### src/rtl/decode_stage.sv
// decode_stage: registered instruction-decode stage with a two-entry skid buffer.
// Accepts {pc, instr} over valid/ready, decodes the register fields, the
// sign-extended immediate and the register-usage flags, and hands one entry
// per cycle to execute. in_ready comes straight from a flop. flush drops
// everything in flight.
// Optional feature: define DECODE_ILLEGAL_EN to add the registered 'illegal' output.

package decode_pkg;
  localparam logic [6:0] OP_R     = 7'b0110011;
  localparam logic [6:0] OP_I     = 7'b0010011;
  localparam logic [6:0] OP_LOAD  = 7'b0000011;
  localparam logic [6:0] OP_S     = 7'b0100011;
  localparam logic [6:0] OP_B     = 7'b1100011;
  localparam logic [6:0] OP_JAL   = 7'b1101111;
  localparam logic [6:0] OP_JALR  = 7'b1100111;
  localparam logic [6:0] OP_LUI   = 7'b0110111;
  localparam logic [6:0] OP_AUIPC = 7'b0010111;
endpackage

module decode_stage
  import decode_pkg::*;
#(
  parameter int XLEN = 32,
  parameter int PC_W = 32
) (
  input  logic            clk,
  input  logic            rst,
  input  logic            flush,
  input  logic            in_valid,
  output logic            in_ready,
  input  logic [PC_W-1:0] in_pc,
  input  logic [31:0]     in_instr,
  output logic            out_valid,
  input  logic            out_ready,
  output logic [PC_W-1:0] out_pc,
  output logic [6:0]      opcode,
  output logic [4:0]      rd,
  output logic [4:0]      rs1,
  output logic [4:0]      rs2,
  output logic [2:0]      funct3,
  output logic [6:0]      funct7,
  output logic [XLEN-1:0] imm,
  output logic            rs1_en,
  output logic            rs2_en,
`ifdef DECODE_ILLEGAL_EN
  output logic            illegal,
`endif
  output logic            rd_we
);

  typedef struct packed {
    logic [PC_W-1:0] pc;
    logic [6:0]      opcode;
    logic [4:0]      rd;
    logic [4:0]      rs1;
    logic [4:0]      rs2;
    logic [2:0]      funct3;
    logic [6:0]      funct7;
    logic [XLEN-1:0] imm;
    logic            rs1_en;
    logic            rs2_en;
    logic            rd_we;
`ifdef DECODE_ILLEGAL_EN
    logic            illegal;
`endif
  } entry_t;

  entry_t      dec;
  logic [31:0] imm32;
  logic        use_rd, use_rs1, use_rs2;

  entry_t out_q, out_d, skid_q, skid_d;
  logic   out_valid_q, out_valid_d, skid_valid_q, skid_valid_d;
  logic   in_fire;

  // Combinational decode of the incoming instruction into a full entry.
  // NOTE: every variable gets a default first so no path leaves one unassigned (no latch).
  always_comb begin
    imm32   = '0;
    use_rd  = 1'b0;
    use_rs1 = 1'b0;
    use_rs2 = 1'b0;
    case (in_instr[6:0])
      OP_R: begin
        use_rd  = 1'b1;
        use_rs1 = 1'b1;
        use_rs2 = 1'b1;
      end
      OP_I, OP_LOAD, OP_JALR: begin
        use_rd  = 1'b1;
        use_rs1 = 1'b1;
        imm32   = {{20{in_instr[31]}}, in_instr[31:20]};
      end
      OP_S: begin
        use_rs1 = 1'b1;
        use_rs2 = 1'b1;
        imm32   = {{20{in_instr[31]}}, in_instr[31:25], in_instr[11:7]};
      end
      OP_B: begin
        use_rs1 = 1'b1;
        use_rs2 = 1'b1;
        imm32   = {{19{in_instr[31]}}, in_instr[31], in_instr[7],
                   in_instr[30:25], in_instr[11:8], 1'b0};
      end
      OP_JAL: begin
        use_rd = 1'b1;
        imm32  = {{11{in_instr[31]}}, in_instr[31], in_instr[19:12],
                  in_instr[20], in_instr[30:21], 1'b0};
      end
      OP_LUI, OP_AUIPC: begin
        use_rd = 1'b1;
        imm32  = {in_instr[31:12], 12'b0};
      end
      default: ;  // unknown opcode: no register use, imm stays 0
    endcase

    dec.pc     = in_pc;
    dec.opcode = in_instr[6:0];
    dec.rd     = use_rd  ? in_instr[11:7]  : 5'd0;
    dec.rs1    = use_rs1 ? in_instr[19:15] : 5'd0;
    dec.rs2    = use_rs2 ? in_instr[24:20] : 5'd0;
    dec.funct3 = in_instr[14:12];
    dec.funct7 = in_instr[31:25];
    dec.imm    = XLEN'($signed(imm32));
    dec.rs1_en = use_rs1;
    dec.rs2_en = use_rs2;
    dec.rd_we  = use_rd && (in_instr[11:7] != 5'd0);
`ifdef DECODE_ILLEGAL_EN
    dec.illegal = !(in_instr[6:0] inside {OP_R, OP_I, OP_LOAD, OP_S, OP_B,
                                          OP_JAL, OP_JALR, OP_LUI, OP_AUIPC})
               || (in_instr[1:0] != 2'b11)
               || ((in_instr[6:0] == OP_R) &&
                   !(in_instr[31:25] inside {7'b0000000, 7'b0100000}));
`endif
  end

  assign in_ready = !skid_valid_q;
  assign in_fire  = in_valid && in_ready;

  // Next-state for the output register and the skid register.
  always_comb begin
    out_d        = out_q;
    out_valid_d  = out_valid_q;
    skid_d       = skid_q;
    skid_valid_d = skid_valid_q;
    if (flush) begin
      out_valid_d  = 1'b0;
      skid_valid_d = 1'b0;
    end else if (!out_valid_q || out_ready) begin
      // Output slot is empty or draining: refill from skid first, else from input.
      if (skid_valid_q) begin
        out_d        = skid_q;
        out_valid_d  = 1'b1;
        skid_valid_d = 1'b0;
      end else if (in_fire) begin
        out_d       = dec;
        out_valid_d = 1'b1;
      end else begin
        out_valid_d = 1'b0;
      end
    end else if (in_fire) begin
      // Output is stalled: park the new entry in the skid register.
      skid_d       = dec;
      skid_valid_d = 1'b1;
    end
  end

  // State registers; reset has priority over flush and over every transfer.
  // NOTE: sequential state uses non-blocking assignments so all flops update together.
  // NOTE: the data registers are reset as well, because outputs must read 0 after reset.
  always_ff @(posedge clk) begin
    if (rst) begin
      out_q        <= '0;
      skid_q       <= '0;
      out_valid_q  <= 1'b0;
      skid_valid_q <= 1'b0;
    end else begin
      out_q        <= out_d;
      skid_q       <= skid_d;
      out_valid_q  <= out_valid_d;
      skid_valid_q <= skid_valid_d;
    end
  end

  assign out_valid = out_valid_q;
  assign out_pc    = out_q.pc;
  assign opcode    = out_q.opcode;
  assign rd        = out_q.rd;
  assign rs1       = out_q.rs1;
  assign rs2       = out_q.rs2;
  assign funct3    = out_q.funct3;
  assign funct7    = out_q.funct7;
  assign imm       = out_q.imm;
  assign rs1_en    = out_q.rs1_en;
  assign rs2_en    = out_q.rs2_en;
  assign rd_we     = out_q.rd_we;
`ifdef DECODE_ILLEGAL_EN
  assign illegal   = out_q.illegal;
`endif

endmodule

### config.mk
export PLATFORM = sky130hd
export DESIGN_NAME = decode_stage
export DESIGN_NICKNAME = d
export VERILOG_FILES = /design/src/rtl/decode_stage.sv
export SDC_FILE = /design/constraint.sdc
export NUM_CORES = 1
export LEC_CHECK = 0
export BUFFER_PORTS_ARGS = -buffer_cell sky130_fd_sc_hd__buf_2
export CAP_MARGIN = 20
export CORE_MARGIN = 2
export CORE_UTILIZATION = 59
export CTS_CLUSTER_DIAMETER = 50
export CTS_CLUSTER_SIZE = 20
export DETAILED_ROUTE_END_ITERATION = 10
export HOLD_SLACK_MARGIN = 0.06
export PLACE_DENSITY = 0.95
export SYNTH_ARGS = -nofsm -noshare
export SYNTH_HDL_FRONTEND = slang
export SYNTH_SLANG_ARGS = --single-unit
### constraint.sdc
create_clock -name clk -period 4.3 [get_ports clk]
set_input_delay 0.215 -clock clk [delete_from_list [all_inputs] [get_ports clk]]
set_output_delay 0.215 -clock clk [all_outputs]
set_load 0.005 [all_outputs]
; ---- After elaboration in Yosys (flattened, before gate mapping)
; Cells that the tools add are included.
[op_classes]
n_bitwise = 2
n_mul = 0
muxes = 11
n_reduce_logical = 16
order_cmp = 0
n_shift = 0
n_addsub = 0
eq_ne = 9
div = 0
[ops]
columns = cell, count
row1 = two-way mux 99 bit, 2
row2 = case mux 32 bit (5 select lines), 1
row3 = "equality test 7 x 6 -> 1 bit, second input constant", 3
row4 = "equality test 7 bit, second input constant", 3
row5 = two-way mux 5 bit, 3
row6 = "equality test 7 x 5 -> 1 bit, second input constant", 2
row7 = OR reduction 3 bit, 3
row8 = "equality test 7 x 2 -> 1 bit, second input constant", 1
row9 = OR reduction 7 bit, 1
row10 = AND reduction 3 bit, 2
row11 = OR reduction 6 bit, 1
row12 = two-way mux 1 bit, 5
row13 = nonzero test 5 bit, 1
row14 = OR reduction 2 bit, 2
row15 = logical AND 1 bit, 2
row16 = zero test 1 bit, 2
row17 = inverter 1 bit, 2
row18 = nonzero test 2 bit, 1
row19 = logical OR 1 bit, 1
[totals]
elab_cells = 62
mem_count = 0
ram_bits = 0
register_bits = 200
in_bits = 69
romBits = 0
latch_bits = 0

; ---- Longest topological paths before layout
; Gate-level depths: netlist of run 1.
[depth]
depth_word = 6
mapped_depth = 8

; ---- Worst setup path after synthesis of run 1
; OpenSTA, ideal clock, no wires.
[synth_path]
path_kind = register to register
start = register skid_valid_q
end = register out_q, in the netlist rs2_en
setup_time_ps = 134
path_stages_with_launch = 7
synth_period_minus_slack_ps = 1549
arrival_ps = 1414
slack_ps = 2751
n_path_buf = 2
cell_sequence = dfxtp_1 > nor2_1 > or3_1 > buf_2 > buf_1 > a211oi_1 > nor3_1
[synth_between]
elab_chain_cells = 4
word_cells_on_any_way = 5
[synth_lines]
columns = element, line_no
row1 = "start, declared", 73  ; logic out_valid_q, out_valid_d, skid_valid_q, skid_valid_d;
row2 = "start signal, assigned", 181  ; skid_valid_q <= skid_valid_d;
row3 = zero test 1 bit, 137  ; assign in_ready = !skid_valid_q;
row4 = logical AND 1 bit, 138  ; assign in_fire = in_valid && in_ready;
row5 = nonzero test 2 bit (no source line), --
row6 = AND reduction 3 bit (no source line), --
row7 = "end signal, assigned", 178  ; out_q <= out_d;
row8 = "end, declared", 72  ; entry_t out_q, out_d, skid_q, skid_d;
; Parallel ways exist; a longest one is shown, timed or not.
; A chain may end at the register's enable or synchronous reset.

; ---- Worst setup path after layout of run 1
[layout_path]
start = register skid_valid_q
end = register skid_q[9] in the netlist's numbering
[layout_between]
elab_chain_cells = 3
[layout_lines]
columns = element, line_no
row1 = zero test 1 bit, 137
row2 = logical AND 1 bit, 138
row3 = AND reduction 3 bit (no source line), --
row4 = "end signal, assigned", 179  ; skid_q <= skid_d;
row5 = "end, declared", 72
; Every way passes these cells.

==> results of run 1 <==
[cells in the final DEF, fill, tap and decap left out, types with 17 or more instances in the layout]
cell type,instances
buf_2,168
nand3_1,17
dlygate4sd3_1,35
a211oi_1,52
a21oi_1,96
nor2_1,93
a221oi_1,27
clkbuf_16,17
nand2_1,166
mux2i_1,49
o21ai_0,75
dfxtp_1,199
[routing by layer]
layer	global-route usage, %	part of all wire (%)	up-vias
li1	-	-	3659
met2	50.0	48	436
met5	0	0	-
met3	5.62	7.6	94
met1	38.3	40	3662
met4	17.9	4.3	0
[stage by stage]
step,cell area (um2),instances,hold slack [ps],power [mW]
after floorplan,8260,951,293,2.19
after global placement,9030,1225,439,2.33
after detailed placement,9050,1226,445,2.34
after CTS,10000,1293,60.8,3.95
after global routing,10000,1293,77.6,4.08
final,10000,1293,65.0,3.96
[worst max-delay path: cells and delay by family, from the launching register on]
family	cells	cell delay, ps
AND/OR/NAND/NOR	3	1130
buffers and inverters	1	490
AO/OA/AOI/OAI	2	310
flip-flops	1	800
[timing repair]
item	in CTS	in global routing
endpoints found under the setup margin	0	0
hold buffers	35	0
hold endpoints to repair	35	0
[state kept, by name, summed over array words and instances, names as in the netlist, 3 cells and up]
register	cells
rd	5
rs1	5
imm	32
opcode	7
out_pc	32
funct7	7
skid_q	99
funct3	3
rs2	5
[cells by family after synthesis]
kind of cell	Yosys count	synth area share (%)
compound gates	298	24.3
mux	49	5.94
flops	200	48.5
simple gates	309	16.1
buf+inv	95	5.18
[worst max-delay path by stage]
stage / to / start / cells past startpoint / slack (ps)
floorplan: rs2_en$_SDFFE_PP0P_ / skid_valid_q$_SDFFE_PP0P_ / 6 / 2750
global placement: skid_q[8]$_SDFFE_PP0P_ / skid_valid_q$_SDFFE_PP0P_ / 6 / 1580
detailed placement: skid_q[8]$_SDFFE_PP0P_ / skid_valid_q$_SDFFE_PP0P_ / 6 / 1500
CTS: skid_q[9]$_SDFFE_PP0P_ / skid_valid_q$_SDFFE_PP0P_ / 6 / 1450
global route: skid_q[9]$_SDFFE_PP0P_ / skid_valid_q$_SDFFE_PP0P_ / 6 / 1260
finish: skid_q[9]$_SDFFE_PP0P_ / skid_valid_q$_SDFFE_PP0P_ / 6 / 1380
[synthesized netlist by cell type (2+ instances only)]
| cell type | count |
|---|---|
| nor3_1 | 7 |
| or2_1 | 2 |
| nand2b_1 | 2 |
| a22oi_1 | 6 |
| a31oi_1 | 2 |
| nor2_1 | 93 |
| o2bb2ai_1 | 2 |
| o22ai_1 | 2 |
| o31a_1 | 3 |
| mux2i_1 | 49 |
| a21oi_2 | 2 |
| inv_1 | 9 |
| and2_1 | 3 |
| a211oi_1 | 52 |
| a211oi_2 | 2 |
| or3_1 | 3 |
| nand3_1 | 17 |
| nor2_4 | 2 |
| o21ai_0 | 75 |
| nand2_1 | 166 |
| buf_2 | 30 |
| a21oi_1 | 96 |
| a221oi_2 | 15 |
| dfxtp_1 | 200 |
| o21bai_1 | 4 |
| clkbuf_1 | 49 |
| a221oi_1 | 27 |
| nor2b_1 | 4 |
| buf_6 | 4 |
[power breakdown]
part	leakage [nW]	switching, mW	internal (mW)	total, mW
sequential	1.63	0.0348	1.92	1.95
combinational	1.96	0.226	0.160	0.385
clock	0.285	0.699	0.920	1.62
total	3.88	0.960	3.00	3.96
[area by class of cell]
| type | instances | area (um2) |
|---|---|---|
| inverter | 10 | 37.5 |
| fill | 938 | 3770 |
| sequential | 200 | 4010 |
| clock buffer | 22 | 484 |
| clock inverter | 10 | 118 |
| multi-input combinational | 656 | 3840 |
| timing repair buffer | 215 | 1280 |
| tap | 180 | 225 |
==> results.tsv, run 1 <==
stage	metric	value	unit
status	status	finished, final reports clean	
logic_synthesis	Avg Inst Size Synth	8.69	um2
logic_synthesis	Post-synth top flop	dfxtp_1	
setup_path	CP startpoint kind	flop	
cts	# Post-CTS Setup Buffers	0	
global_route	pin count of the biggest net entering global routing	86	
sta	worst slew pin tran	934	ps
cells_and_area	Synth-to-Final Area Change	21.0	%
logic_synthesis	async set or reset register ratio after synthesis	0	%
sta	RSZ-0062 raised after global routing	no	
logic_synthesis	Synth Register Bits	200	
die	total die area	0.0150	mm2
sta	Slew headroom	37.7	%
place	pre-CTS WS	1500	ps
sta	Slew Limit Fails	0	
drt	Post-route DRC	0	
sta	fin crit share	67.9	%
setup_path	worst r2r src	skid_valid_q$_SDFFE_PP0P_	
place	number of port buffers	169	
setup_path	reg2reg end	skid_q[9]$_SDFFE_PP0P_	
setup_path	CP Data Required Time	4570	ps
setup_path	CP max-delay cell	dfxtp_4	
cells_and_area	Util after Layout	72.6	%
cts	later-pin clock latency in the skew report	430	ps
global_route	antenna violations before repair	0	
die	Ports	170	
drt	vias	7851	
cells_and_area	Ant. Diodes	0	
flow_run	max_cap viols	0	
cts	TritonCTS buffer count	17	
global_route	vias in the first global route	7486	
sta	Final Hold Vio Count	0	
setup_path	WP data arrival	3190	ps
sta	Final Critical Period	2920	ps
logic_synthesis	EDFF count, synth	0	
worst_hold_path	hold path endpoint	skid_q[58]$_SDFFE_PP0P_	
die	die width	122	um
cts	clock sink total	200	
setup_path	Worst Setup End Kind	flop	
logic_synthesis	Synth area leader	dfxtp_1	
cts	root buf cell	clkbuf_16	
logic_synthesis	Synth Cell Area	0.00826	mm2
global_route	Total Routing Usage GR	30.8	%
sta	Setup WS post-layout	1380	ps
drt	DRT antenna net count	0	
die	Core ar.	0.0138	mm2
logic_synthesis	Syn Inst Count	951	
sta	Worst Skew	5.19	ps
cts	H-tree levels	4	
cts	CTS tree	built	
worst_hold_path	Hold WC Path Type	in2reg	
logic_synthesis	sequential share of the synthesized area	48.5	%
die	Initial Util	60.0	%
worst_hold_path	hold_sp	in_instr[10]	
sta	setup violators final	0	
power_and_ir_drop	PwrDens	396	mW/mm2
logic_synthesis	top cells by area, synth	dfxtp_1 (48%), nand2_1 (7.5%), mux2i_1 (5.9%), a21oi_1 (5.8%), a211oi_1 (4.7%)	
drt	1st-iter DRT viols	1029	
cts	CTS resizes	0	
setup_path	R2R Setup Slk	1380	ps
worst_hold_path	Hold Path Stages	3	
drt	Vias per Instance	6.07	
drt	final wirelength	23200	um
place	DP HPWL	14100	um
cts	Longest Clk Path Bufs	2	
cells_and_area	Layout Nets	1169	
place	GPL Wtd Cong	0.903	
power_and_ir_drop	VDD IR max	0.294	mV
setup_path	crit path kind	reg2reg	
drt	drt first pass iters	5	
setup_path	Slowest Stage Delay on Critical Path	800	ps
logic_synthesis	Synth Warn #	0	
drt	Avg WL per Cell	17.9	um
setup_path	Register-to-Register Path Depth	6	
global_route	total congestion overflow	0	
setup_path	CP Cell Sequence	nand2b_1 -> or3_2 -> buf_4 -> a21oi_2 -> a22oi_1 -> nor2_1	
die	DIE HEIGHT	122	um
sta	Max Freq	343	MHz
logic_synthesis	Synth top area share	48.5	%
sta	setup TNS	0	ps
cts	Worst-path clk slew	70	ps
die	Site Rows	43	
cells_and_area	layout cells sized above 1	22.2	%
logic_synthesis	synth unique cells	52	
power_and_ir_drop	Pleak	3.88	nW
setup_path	Crit Path Max Fanout	50	
global_route	first-pass GRT wire length	36500	um
logic_synthesis	Syn Nets	1020	
Power figures use the tool's default switching activity.
==> run 2, diff against run 1 <==
- CORE_UTILIZATION: 59 -> 55
- PLACE_DENSITY: 0.95 -> 0.92
- clock period: 4.3 -> 3 ns (I/O delays scaled with it)
==> run 2 against run 1 <==
Sequential power up 44%. Largest cell class unchanged. Power rose by 40%. Fmax up 30%. Critical endpoint is now imm[15]$_SDFFE_PP0P_. Largest power group unchanged. Combinational power rose by 52%.
==> results.tsv, run 2 (same netlist as run 1, synthesis figures left out) <==
stage	metric	value	unit	change
global_route	Total Routing Usage GR	29.0	%	-1.8 points
drt	1st-iter DRT viols	1003		-2.5%
global_route	vias in the first global route	7577		+1.2%
cells_and_area	Reg with most FFs	skid_q		
cells_and_area	commonest non-fill, non-tap cell in the layout	dfxtp_1		
sta	Worst Skew	15.1	ps	+9.87 ps
global_route	met1 Use GR	36.7	%	-1.5 points
cts	clock sink total	200		unchanged
die	Ports	170		unchanged
sta	Slew Limit Fails	0		unchanged
power_and_ir_drop	Internal Power	4.15	mW	+39%
cts	Worst-path clk slew	80	ps	about the same
cells_and_area	layout cells sized above 1	22.2	%	about the same
power_and_ir_drop	switching pwr	1.40	mW	+46%
power_and_ir_drop	Sw Ratio	25.2	%	+0.98 points
global_route	GRT met2 Usage	47.2	%	-2.8 points
cts	TritonCTS buffer count	17		unchanged
place	GPL Wtd Cong	0.852		-5.7%
drt	vias	8070		+2.8%
setup_path	Worst Setup End Kind	flop		
cts	root buf cell	clkbuf_16		
sta	worst slew pin tran	968	ps	+34.5 ps
power_and_ir_drop	VDD IR max	0.418	mV	+42%
cells_and_area	max FFs per register	99		unchanged
flow_run	max_cap viols	0		unchanged
sta	Final Hold Vio Count	0		unchanged
drt	final wirelength	23700	um	+2.2%
place	number of port buffers	169		unchanged
die	die width	127	um	+3.5%
setup_path	Crit Path Max Fanout	41		-18%
setup_path	CP Data Required Time	3330	ps	-1240 ps
die	total die area	0.0160	mm2	+7.0%
drt	DRT antenna net count	0		unchanged
power_and_ir_drop	PwrDens	540	mW/mm2	+37%
setup_path	crit path kind	reg2reg		
drt	drt first pass iters	7		+2
sta	setup TNS	0	ps	unchanged
sta	Final Critical Period	2250	ps	-670 ps
power_and_ir_drop	Flop pwr share	50.4	%	+1.1 points
die	Site Rows	44		+2.3%
worst_hold_path	Hold WC Path Type	in2reg		
power_and_ir_drop	Clk pwr share	39.1	%	-1.8 points
cts	later-pin clock latency in the skew report	440	ps	about the same
global_route	total congestion overflow	0		unchanged
die	DIE HEIGHT	127	um	+3.5%
power_and_ir_drop	Pleak	3.99	nW	+3.0%
sta	Max Freq	445	MHz	+30%
sta	setup violators final	0		unchanged
place	pre-CTS WS	814	ps	-683 ps
die	Initial Util	56.6	%	-3.4 points
cells_and_area	Synth-to-Final Area Change	24.4	%	
sta	RSZ-0062 raised after global routing	no		
sta	Slew headroom	35.2	%	-2.5 points
cts	Longest Clk Path Bufs	2		unchanged
global_route	antenna violations before repair	0		unchanged
sta	Setup WS post-layout	751	ps	-630 ps
sta	fin crit share	75.0	%	+7.1 points
cts	H-tree levels	4		unchanged
cells_and_area	commonest non-fill, non-tap cells in the layout	dfxtp_1 (199), buf_2 (168), nand2_1 (166)		
global_route	grt met3 use	6.03	%	+0.41 points
status	status	finished, final reports clean		
global_route	busiest layer in global routing	met2		
drt	Post-route DRC	0		unchanged
drt	Avg WL per Cell	17.8	um	-0.66%
drt	Vias per Instance	6.07		about the same
power_and_ir_drop	combinational share of power	10.5	%	+0.8 points
global_route	first-pass GRT wire length	37900	um	+4.0%
setup_path	WP data arrival	2580	ps	-610 ps
global_route	pin count of the biggest net entering global routing	132		+53%
cells_and_area	Layout Nets	1201		+2.7%
place	DP HPWL	14200	um	+0.45%
setup_path	CP startpoint kind	flop		
die	Core ar.	0.0146	mm2	+5.9%
cts	CTS tree	built		
-- run 2: changes by cell type in the layout (fill, tap and decap cells not counted), sizes merged --
cell | previous run | this run
buf | 180 | 186
bufinv | 2 | 1
clkbuf | 22 | 18
clkinv | 3 | 6
diode | 0 | 1
dlygate4sd3 | 35 | 61
inv | 11 | 13
-- run 2: worst paths after layout --
kind,startpoint,end,slack [ps],cells past startpoint
worst max-delay path,out_valid$_SDFFE_PP0P_,imm[15]$_SDFFE_PP0P_,750,5
worst min-delay path,out_ready,skid_valid_q$_SDFFE_PP0P_,80,3
worst max register to register,out_valid$_SDFFE_PP0P_,imm[15]$_SDFFE_PP0P_,750,5
worst min register to register,skid_q[43]$_SDFFE_PP0P_,skid_q[43]$_SDFFE_PP0P_,450,2
-- run 2: metrics by stage --
stage	hold WS [ps]	utilization [%]	instance area, um2	cells	total power, mW
6_report	81.4	70.4	10300	1330	5.55
2_1_floorplan	228	-	8260	951	3.14
3_3_place_gp	402	62.4	9110	1236	3.35
3_5_place_dp	409	62.4	9110	1236	3.36
5_1_grt	93.6	70.4	10300	1329	5.75
4_1_cts	63.6	70.4	10300	1329	5.56
-- run 2: power by group through the flow --
stage | clock network [mW] | logic, mW | registers [mW]
floorplan | 0 | 0.279 | 2.86
global placement | 0 | 0.494 | 2.85
detailed placement | 0 | 0.507 | 2.85
CTS | 2.19 | 0.571 | 2.80
global route | 2.30 | 0.637 | 2.81
finish | 2.17 | 0.585 | 2.80
-- run 2: final cells by class --
| class | count | area, um2 |
|---|---|---|
| antenna | 1 | 2.50 |
| multi-input combinational | 656 | 3840 |
| sequential | 200 | 4010 |
| inverter | 10 | 37.5 |
| fill | 1036 | 4310 |
| timing repair buffer | 247 | 1600 |
| tap | 184 | 230 |
| clock inverter | 14 | 128 |
| clock buffer | 18 | 429 |
-- run 2: metal layers --
metal  share of wire, %  wire length (um)
met2                 47             11200
met3                8.1              1930
met4                4.1               965
met1                 40              9590
met5                  0                 0
-- run 2: worst max-delay path: stages, from the launching register on --
cell      delay [ps]
dfxtp_1          350
nor2b_1          370
or3_2            790
buf_4            260
nand2_1           60
a221oi_1         290
-- run 2: what timing repair did --
action	CTS	global route
resized for setup	0	0
hold buffers	61	0
hold endpoints to repair	103	0
setup buffers	0	0
==> run 3, diff against run 2 <==
- clock period: 3 -> 2.25 ns (I/O delays scaled with it)
==> run 3 against run 2 <==
Worst setup slack worse by 530 ps. Hold slack worse by 5.5 ps. Sequential power up 33%. Clock skew down 6.0 ps. Sequential share of layout area down 0.69 points. Core utilization up 1.3 points. Combinational power up 37%. Non-clock buffer count up 7. Clock-buffer cell count up 2. Via count up 0.90%. Power up 42%.
==> results.tsv, run 3 (same netlist as run 1, synthesis figures left out) <==
stage	metric	value	unit	change
cts	H-tree levels	4		unchanged
cells_and_area	Layout Nets	1208		+0.58%
sta	setup violators final	0		unchanged
sta	Max Freq	493	MHz	
cells_and_area	commonest non-fill, non-tap cells in the layout	dfxtp_1 (199), buf_2 (168), nand2_1 (166)		
global_route	total congestion overflow	0		unchanged
die	Ports	170		unchanged
sta	Slew Limit Fails	0		unchanged
power_and_ir_drop	PwrDens	754	mW/mm2	+39%
cells_and_area	commonest non-fill, non-tap cell in the layout	dfxtp_1		
setup_path	Crit Path Max Fanout	46		+12%
drt	Vias per Instance	6.10		+0.45%
cts	# hold bufs at CTS	65		+6.6%
die	Site Rows	44		unchanged
die	DIE HEIGHT	127	um	unchanged
drt	DRT antenna net count	0		unchanged
sta	Final Critical Period	2030	ps	
drt	Post-route DRC	0		unchanged
place	GPL Wtd Cong	0.845		-0.88%
place	pre-CTS WS	332	ps	-482 ps
cts	CTS tree	built		
cells_and_area	Synth-to-Final Area Change	26.7	%	
die	total die area	0.0160	mm2	unchanged
global_route	first-pass GRT wire length	37900	um	about the same
drt	wl on met1	9940	um	+3.7%
drt	DR WL met2	11400	um	+1.7%
cells_and_area	Reg with most FFs	skid_q		
global_route	pin count of the biggest net entering global routing	99		-25%
status	status	finished, final reports clean		
sta	Slew headroom	56.4	%	+21 points
cts	later-pin clock latency in the skew report	440	ps	about the same
cells_and_area	Final Instance Area	0.0105	mm2	+1.8%
drt	final wirelength	24100	um	+1.7%
cts	# Post-CTS Setup Buffers	0		unchanged
cts	root buf cell	clkbuf_16		
global_route	antenna violations before repair	0		unchanged
setup_path	CP Cell Sequence	buf_4 -> inv_2 -> buf_4 -> buf_2		
sta	Final Hold Vio Count	0		unchanged
sta	setup TNS	0	ps	unchanged
drt	1st-iter DRT viols	818		-18%
power_and_ir_drop	Total Power	7.89	mW	+42%
die	die width	127	um	unchanged
flow_run	max_cap viols	0		unchanged
setup_path	most frequent CP cell	buf_4		
setup_path	Worst Setup End Kind	output port		
drt	DR top layer	met4		
sta	RSZ-0062 raised after global routing	no		
setup_path	CP Data Required Time	2140	ps	-1190 ps
power_and_ir_drop	VDD IR max	0.561	mV	+34%
setup_path	Top delay family on crit path	buffers and inverters		
place	number of port buffers	169		unchanged
global_route	vias in the first global route	7723		+1.9%
cells_and_area	max FFs per register	99		unchanged
worst_hold_path	Hold WC Path Type	in2reg		
power_and_ir_drop	Pleak	4.08	nW	+2.2%
place	DP HPWL	14000	um	-1.0%
drt	met3 WL post-DR	1700	um	-12%
die	Core ar.	0.0146	mm2	unchanged
cts	Worst-path clk slew	70	ps	about the same
place	Area after DPL	0.00917	mm2	+0.66%
drt	vias	8143		+0.90%
cts	Longest Clk Path Bufs	2		unchanged
sta	fin crit share	90.1	%	
cts	clock sink total	200		unchanged
setup_path	WP buf/inv	4		+3
sta	worst slew pin tran	654	ps	-315 ps
setup_path	crit path kind	reg2out		
setup_path	WP data arrival	1910	ps	-670 ps
die	Initial Util	56.6	%	unchanged
cts	TritonCTS buffer count	17		unchanged
setup_path	Slowest Stage Delay on Critical Path	510	ps	-280 ps
sta	Worst Skew	9.01	ps	-6.05 ps
setup_path	CP max-delay cell	buf_4		
cells_and_area	layout cells sized above 1	22.2	%	+0.039 points
cts	CTS resizes	0		unchanged
cells_and_area	Ant. Diodes	0		-1
global_route	Total Routing Usage GR	29.0	%	+0.058 points
sta	Setup WS post-layout	223	ps	-528 ps
drt	drt first pass iters	6		-1
setup_path	CP startpoint kind	flop		
drt	Avg WL per Cell	18.0	um	+1.2%
-- run 3: metal layers --
| metal | vias up | GRT usage (%) |
|---|---|---|
| met2 | 465 | 46.7 |
| met4 | 0 | 15.3 |
| met5 | - | 0 |
| li1 | 3735 | - |
| met1 | 3849 | 37.1 |
| met3 | 94 | 5.53 |
-- run 3: area by class of cell --
class                           instances  area (um2)
Inverter                               10        37.5
Clock inverter                         12         199
Sequential cell                       200        4010
Timing Repair Buffer                  254        1700
Clock buffer                           20         447
Tap cell                              184         230
Multi-Input combinational cell        656        3840
Fill cell                             999        4130
-- run 3: per-stage QoR --
step           hold WS, ps  instances  util, %
6_report              75.8       1336     71.7
3_3_place_gp           367       1239     62.8
3_5_place_dp           373       1239     62.8
2_1_floorplan          191        951        -
5_1_grt               76.3       1336     71.7
4_1_cts               62.0       1336     71.7
-- run 3: worst register-to-register path, delay by kind of cell (launching register included) --
kind                   cells  cell delay, ps
and+or+nand+nor            3            1050
DFF                        1             360
AOI/OAI and AO/OA          1              90
buffers and inverters      1             350
-- run 3: worst paths after layout --
| path | from | to | slack [ps] | depth (start not counted) |
|---|---|---|---|---|
| max | skid_valid_q$_SDFFE_PP0P_ | in_ready | 220 | 4 |
| min | in_instr[6] | skid_q[66]$_SDFFE_PP0P_ | 80 | 3 |
| max reg2reg | out_valid$_SDFFE_PP0P_ | skid_q[76]$_SDFFE_PP0P_ | 260 | 5 |
| min reg2reg | skid_q[1]$_SDFFE_PP0P_ | skid_q[1]$_SDFFE_PP0P_ | 460 | 2 |
-- run 3: report_power, final --
group          internal, mW  switching (mW)
combinational         0.352           0.447
clock                  2.00            1.35
sequential             3.66          0.0694
